==> config.mk <==
export PLATFORM = sky130hd
export DESIGN_NAME = my_image_ip_s00_axis_rx
export DESIGN_NICKNAME = d
export VERILOG_FILES = /design/src/rtl/my_image_ip_pkg.sv /design/src/rtl/my_image_ip_sync_fifo.sv /design/src/rtl/my_image_ip_s00_axis_rx.sv
export SDC_FILE = /design/constraint.sdc
export NUM_CORES = 1
export LEC_CHECK = 0
export CORE_UTILIZATION = 65
export CTS_BUF_LIST = sky130_fd_sc_hd__clkbuf_8
export DETAILED_ROUTE_END_ITERATION = 10
export HOLD_SLACK_MARGIN = 0.1
export PLACE_DENSITY = 0.95
export SYNTH_ARGS = -nofsm -noshare
export SYNTH_HDL_FRONTEND = slang
export SYNTH_SLANG_ARGS = --single-unit
==> constraint.sdc <==
create_clock -name S_AXIS_ACLK -period 6.4 [get_ports S_AXIS_ACLK]
set_input_delay 1.28 -clock S_AXIS_ACLK [delete_from_list [all_inputs] [get_ports S_AXIS_ACLK]]
set_output_delay 1.28 -clock S_AXIS_ACLK [all_outputs]
set_load 0.02 [all_outputs]
==> src/rtl/my_image_ip_pkg.sv <==
// rtl/my_image_ip_pkg.sv - shared types, constants and helpers for the my_image_ip stream ports
package my_image_ip_pkg;

    localparam int FRAME_CNT_W     = 16;
    localparam int DEFAULT_TDATA_W = 32;

    // FIFO entry layout at the default beat width; the receiver mirrors this shape at its own width.
    typedef struct packed {
        logic                       last;
        logic [DEFAULT_TDATA_W-1:0] data;
    } fifo_entry_t;

    function automatic int ptr_w(input int depth);
        return (depth > 1) ? $clog2(depth) : 1;
    endfunction

endpackage

==> src/rtl/my_image_ip_sync_fifo.sv <==
// rtl/my_image_ip_sync_fifo.sv - parameterised first-word-fall-through synchronous FIFO
module my_image_ip_sync_fifo
    import my_image_ip_pkg::*;
#(
    parameter int WIDTH = 33,
    parameter int DEPTH = 16
) (
    input  logic                    clk_i,
    input  logic                    rst_i,
    input  logic                    push_i,
    input  logic [WIDTH-1:0]        wdata_i,
    input  logic                    pop_i,
    output logic [WIDTH-1:0]        rdata_o,
    output logic                    full_o,
    output logic                    empty_o,
    output logic [ptr_w(DEPTH):0]   count_o
);

    localparam int PW = ptr_w(DEPTH);

    logic [WIDTH-1:0] mem_q [DEPTH];
    logic [PW-1:0]    wr_ptr_q, wr_ptr_d;
    logic [PW-1:0]    rd_ptr_q, rd_ptr_d;
    logic [PW:0]      count_q, count_d;
    logic             push_en, pop_en;

    assign full_o  = (count_q == (PW+1)'(DEPTH));
    assign empty_o = (count_q == '0);
    assign count_o = count_q;
    assign rdata_o = mem_q[rd_ptr_q];

    // Internal guards keep the pointers coherent even if a caller misbehaves.
    assign push_en = push_i & ~full_o;
    assign pop_en  = pop_i & ~empty_o;

    always_comb begin
        wr_ptr_d = wr_ptr_q;
        rd_ptr_d = rd_ptr_q;
        count_d  = count_q;
        if (push_en) begin
            wr_ptr_d = wr_ptr_q + PW'(1);
        end
        if (pop_en) begin
            rd_ptr_d = rd_ptr_q + PW'(1);
        end
        case ({push_en, pop_en})
            2'b10:   count_d = count_q + (PW+1)'(1);
            2'b01:   count_d = count_q - (PW+1)'(1);
            default: count_d = count_q;
        endcase
    end

    always_ff @(posedge clk_i) begin
        if (rst_i) begin
            wr_ptr_q <= '0;
            rd_ptr_q <= '0;
            count_q  <= '0;
        end else begin
            wr_ptr_q <= wr_ptr_d;
            rd_ptr_q <= rd_ptr_d;
            count_q  <= count_d;
        end
    end

    always_ff @(posedge clk_i) begin
        if (push_en) begin
            mem_q[wr_ptr_q] <= wdata_i;
        end
    end

endmodule

==> src/rtl/my_image_ip_s00_axis_rx.sv <==
// rtl/my_image_ip_s00_axis_rx.sv - AXI4-Stream slave receiver with FWFT buffer and frame tracking
// Frame length checking (beat counter, err_short/err_long/err_clr) is built only with MY_IMAGE_IP_FRAME_CHECK_EN.
module my_image_ip_s00_axis_rx
    import my_image_ip_pkg::*;
#(
    parameter int C_S_AXIS_TDATA_WIDTH = 32,
    parameter int FIFO_DEPTH           = 16,
    parameter int FRAME_WORDS          = 1024
) (
    input  logic                              S_AXIS_ACLK,
    input  logic                              S_AXIS_ARESET,
    input  logic [C_S_AXIS_TDATA_WIDTH-1:0]   S_AXIS_TDATA,
    input  logic [C_S_AXIS_TDATA_WIDTH/8-1:0] S_AXIS_TSTRB,
    input  logic                              S_AXIS_TLAST,
    input  logic                              S_AXIS_TVALID,
    output logic                              S_AXIS_TREADY,
    output logic [C_S_AXIS_TDATA_WIDTH-1:0]   data_out,
    output logic                              last_out,
    output logic                              valid_out,
    input  logic                              ready_in,
    output logic                              frame_done,
    output logic [FRAME_CNT_W-1:0]            frame_cnt,
    output logic                              err_short,
    output logic                              err_long,
    input  logic                              err_clr
);

    localparam int PW = ptr_w(FIFO_DEPTH);

    typedef struct packed {
        logic                            last;
        logic [C_S_AXIS_TDATA_WIDTH-1:0] data;
    } entry_t;

    entry_t      wr_entry, rd_entry;
    logic        fifo_full, fifo_empty;
    logic [PW:0] fifo_count;
    logic        push, pop;

    assign S_AXIS_TREADY = ~S_AXIS_ARESET & ~fifo_full;
    assign push          = S_AXIS_TVALID & S_AXIS_TREADY;
    assign valid_out     = ~fifo_empty;
    assign pop           = valid_out & ready_in;

    assign wr_entry.last = S_AXIS_TLAST;
    assign wr_entry.data = S_AXIS_TDATA;
    assign data_out      = rd_entry.data;
    assign last_out      = rd_entry.last;

    my_image_ip_sync_fifo #(
        .WIDTH (C_S_AXIS_TDATA_WIDTH + 1),
        .DEPTH (FIFO_DEPTH)
    ) u_fifo (
        .clk_i   (S_AXIS_ACLK),
        .rst_i   (S_AXIS_ARESET),
        .push_i  (push),
        .wdata_i (wr_entry),
        .pop_i   (pop),
        .rdata_o (rd_entry),
        .full_o  (fifo_full),
        .empty_o (fifo_empty),
        .count_o (fifo_count)
    );

    logic                   frame_done_q, frame_done_d;
    logic [FRAME_CNT_W-1:0] frame_cnt_q, frame_cnt_d;

    always_comb begin
        frame_done_d = push & S_AXIS_TLAST;
        frame_cnt_d  = frame_cnt_q;
        if (push && S_AXIS_TLAST) begin
            frame_cnt_d = frame_cnt_q + FRAME_CNT_W'(1);
        end
    end

    always_ff @(posedge S_AXIS_ACLK) begin
        if (S_AXIS_ARESET) begin
            frame_done_q <= 1'b0;
            frame_cnt_q  <= '0;
        end else begin
            frame_done_q <= frame_done_d;
            frame_cnt_q  <= frame_cnt_d;
        end
    end

    assign frame_done = frame_done_q;
    assign frame_cnt  = frame_cnt_q;

`ifdef MY_IMAGE_IP_FRAME_CHECK_EN
    localparam int BW = $clog2(FRAME_WORDS) + 1;

    logic [BW-1:0] beat_cnt_q, beat_cnt_d;
    logic [BW:0]   beat_next;
    logic          err_short_q, err_short_d;
    logic          err_long_q, err_long_d;
    logic          set_short, set_long;

    // One extra bit so the +1 compare never aliases when the counter is saturated.
    assign beat_next = {1'b0, beat_cnt_q} + (BW+1)'(1);
    assign set_short = push & S_AXIS_TLAST & (beat_next < (BW+1)'(FRAME_WORDS));
    assign set_long  = push & ~S_AXIS_TLAST & (beat_next == (BW+1)'(FRAME_WORDS));

    always_comb begin
        beat_cnt_d = beat_cnt_q;
        if (push) begin
            if (S_AXIS_TLAST) begin
                beat_cnt_d = '0;
            end else if (beat_cnt_q != '1) begin
                beat_cnt_d = beat_next[BW-1:0];
            end
        end
        err_short_d = set_short ? 1'b1 : (err_clr ? 1'b0 : err_short_q);
        err_long_d  = set_long  ? 1'b1 : (err_clr ? 1'b0 : err_long_q);
    end

    always_ff @(posedge S_AXIS_ACLK) begin
        if (S_AXIS_ARESET) begin
            beat_cnt_q  <= '0;
            err_short_q <= 1'b0;
            err_long_q  <= 1'b0;
        end else begin
            beat_cnt_q  <= beat_cnt_d;
            err_short_q <= err_short_d;
            err_long_q  <= err_long_d;
        end
    end

    assign err_short = err_short_q;
    assign err_long  = err_long_q;

    logic unused_sigs;
    assign unused_sigs = &{1'b0, S_AXIS_TSTRB, fifo_count};
`else
    assign err_short = 1'b0;
    assign err_long  = 1'b0;

    logic unused_sigs;
    assign unused_sigs = &{1'b0, S_AXIS_TSTRB, fifo_count, err_clr};
`endif

endmodule

==> impl_metrics.yaml <==
outcome:
  status: "complete, no violations"
cts:
  cts.sinks: 562
  cts_tree: "built"
  numCtsBuffers: 86
  clock_latency_ns: 0.64
  cts_resized: 0
  clk_path_buf_depth: 3
  post_cts_buffers: 0
  ctsHoldBuffers: 0
  htreeDepth: 3
  root_buffer: "clkbuf_8"
  path_clk_slew_ns: 0.06
global_route:
  top_usage_layer: "met2"
  grt.met2_usage_pct: 49.06
  grt_pass1_vias: 11420
  use_met1_pct: 37.63
  met3_usage_pct: 6.319
  grt_pass1_wl_mm: 69.76
  grt_antenna_before_repair: 2
  grtUsageTotal_pct: 29.15
  grt_overflow: 0
  grt_max_degree: 68
finish:
  syn_to_final_growth_pct: 13.53
  fin_nets: 1196
  post-route-util_pct: 75.11
  drive_above_1_share_pct: 22.73
  design_area_um2: 24440
  layoutNonFillerInstCount: 1658
floorplanning:
  die_x_um: 184.0
  die_y_um: 184.0
  start_util_pct: 66.16
  io_pins: 96
  design.core.area_um2: 32540
  dieArea_um2: 33850
  rows: 66
yosys:
  synthFlopType: "edfxtp_1"
  synth_warnings: 0
  post_synth_main_area_contributors: "edfxtp_1 (74%), mux4_2 (14%), dfxtp_1 (3.2%)"
  synth_area_um2: 21520
  yosysTopAreaCell: "edfxtp_1"
  yosysSeqAreaShare_pct: 76.82
  synth.distinct_cells: 54
  synth_seq_cells: 562
  synth_edf_count: 528
  synth_area_per_cell_um2: 21.16
  yosysTopAreaCellShare_pct: 73.66
  async_flop_share_pct: 0
  syn_inst: 1017
routing:
  routed_wl_mm: 47.87
  vias: 11090
  postRouteAntennaNets: 0
  first_pass_iters: 6
  avgViaCountPerCell: 6.691
  first_iter_violations: 1571
  avgRoutedWirePerCell_um: 28.87
  drc_errors: 0
timing:
  fin_crit_ns: 4.756
  period_share_pct: 74.32
  relSlewSlack_pct: 12.71
  timing_hold_violations_final: 0
  final-max-slew-violation-count: 0
  worstMarginPinSlew_ns: 1.309
  skew_ns: 0.02952
  rsz0062_at_grt: "false"
  tns_ns: 0
  finalSetupViolCount: 0
  max_freq_mhz: 210.2
placed_design:
  place_area_um2: 22830
  dp_cells: 1498
  numPortBuffers: 88
  gp_congestion: 0.7275
  hpwl_mm: 24.67
worst_setup_path:
  critPathLaunchType: "flip-flop"
  cp.required_ns: 5.12
  slowest_delay_ns: 1.01
  cp_max_fo: 67
  r2r_end: "u_fifo.count_o[4]"
  crit_type: "flip-flop to primary output"
  path_cells: "buf_12 > mux4_2 > a22oi_1 > nand2_1 > clkdlybuf4s50_1"
  slowest_stage: "dfxtp_4"
  crit_path_end: "data_out[18]"
  end_kind: "primary output"
  r2r_slack_ns: 3.37
  critPathArrivalTime_ns: 3.48
  rr_startpoint: "u_fifo.count_o[0]"
  reg2reg_depth: 9
min_path:
  worstHoldPathType: "flip-flop to flip-flop"
power:
  power_w: 0.008668
  total_leakage_power_nw: 7.733
  irDropWorstVdd_mv: 0.2520
  p_per_area_nw_per_um2: 354.7
run:
  cap_viol_max_count: 0
-- layout make-up --
type | count | area [um^2]
clock buffer | 88 | 1211
antenna | 2 | 5.005
multi-input combinational | 392 | 4751
inverter | 7 | 26.28
clock inverter | 70 | 389.1
tap | 442 | 553.0
timing repair buffer | 95 | 958.4
sequential | 562 | 16540
fill | 1636 | 8099
-- registers in the layout, indices dropped and copies added, names as in the netlist, named ones only --
register	count
frame_cnt	16
u_fifo.count_o	5
u_fifo.mem_q	528
u_fifo.rd_ptr_q	4
u_fifo.wr_ptr_q	4
frame_done	1
-- report_power, final --
group | switching [W] | internal, W
clock network | 0.00136 | 0.00141
logic | 0.000836 | 0.000848
registers | 0.000101 | 0.00411
-- layer usage --
| metal | part of all wire (%) | up-vias |
|---|---|---|
| li1 | - | 4536 |
| met1 | 36 | 5698 |
| met2 | 52 | 753 |
| met3 | 9.0 | 105 |
| met4 | 2.9 | 2 |
| met5 | 0.027 | - |
-- worst min-delay path by stage --
stage | cells past startpoint | slack [ns] | to | startpoint
3_3_place_gp | 1 | 0.47 | frame_cnt[15] | frame_cnt[15]
6_report | 1 | 0.50 | frame_cnt[15] | frame_cnt[15]
5_1_grt | 2 | 0.53 | frame_cnt[14] | frame_cnt[14]
3_5_place_dp | 1 | 0.46 | frame_cnt[15] | frame_cnt[15]
4_1_cts | 1 | 0.50 | frame_cnt[15] | frame_cnt[15]
2_1_floorplan | 2 | 0.51 | flip-flop | u_fifo.rd_ptr_q[2]
-- cells in the final DEF (no fill, tap or decap), types with 4 or more instances in the layout --
cell and count:
nand2_1 45, or3_1 9, mux4_2 132, clkinv_1 24, dfxtp_1 32, and3_2 4
nor2_1 16, nand4_1 6, o21ai_0 7, mux2i_1 6, xor2_1 7, and2_2 13
clkinv_2 11, a21oi_1 12, buf_4 5, nand3_1 5, edfxtp_1 528, a22oi_1 66
clkdlybuf4s50_1 88, inv_1 32, clkbuf_8 88, ha_1 10
-- metrics by stage --
step,hold WS (ns),worst slack [ns]
floorplan,0.5068,3.097
global placement,0.4680,2.304
detailed placement,0.4612,2.115
CTS,0.5001,1.595
global route,0.5297,1.525
finish,0.4994,1.644
-- cells by family (layout without fill, tap and decap cells) --
kind of cell             Yosys count  count (layout)  share of synthesized area, %
AO/OA/AOI/OAI                    109             109                         3.749
AND/OR/NAND/NOR                  123             123                         3.005
other                              1               4                       0.01742
flip-flops                       562             562                         76.82
XOR/XNOR                          10              10                        0.4069
multiplexers                     138             138                         14.09
adder cells (fa/ha/maj)           10              10                        0.5813
buffers and inverters             64             260                         1.325
-- cells in the mapped netlist, types with 6 or more instances --
cell type	count
nand4_1	6
ha_1	10
o21ai_0	7
buf_2	18
edfxtp_1	528
dfxtp_1	34
or3_1	9
nand2_1	45
a21oi_1	12
and2_1	13
xor2_1	7
buf_1	6
clkbuf_1	29
a22oi_1	66
mux4_2	132
nor2_1	17
mux2i_1	6
inv_1	7
-- worst max-delay path, delay by kind of cell, from the launching register on --
kind / cells / cell delay, ns
multiplexers: 1 / 0.39
AND/OR/NAND/NOR: 1 / 0.15
buffers and inverters: 2 / 1.00
flip-flops: 1 / 1.01
AO/OA/AOI/OAI: 1 / 0.27
(Power assumes the default switching activity.)
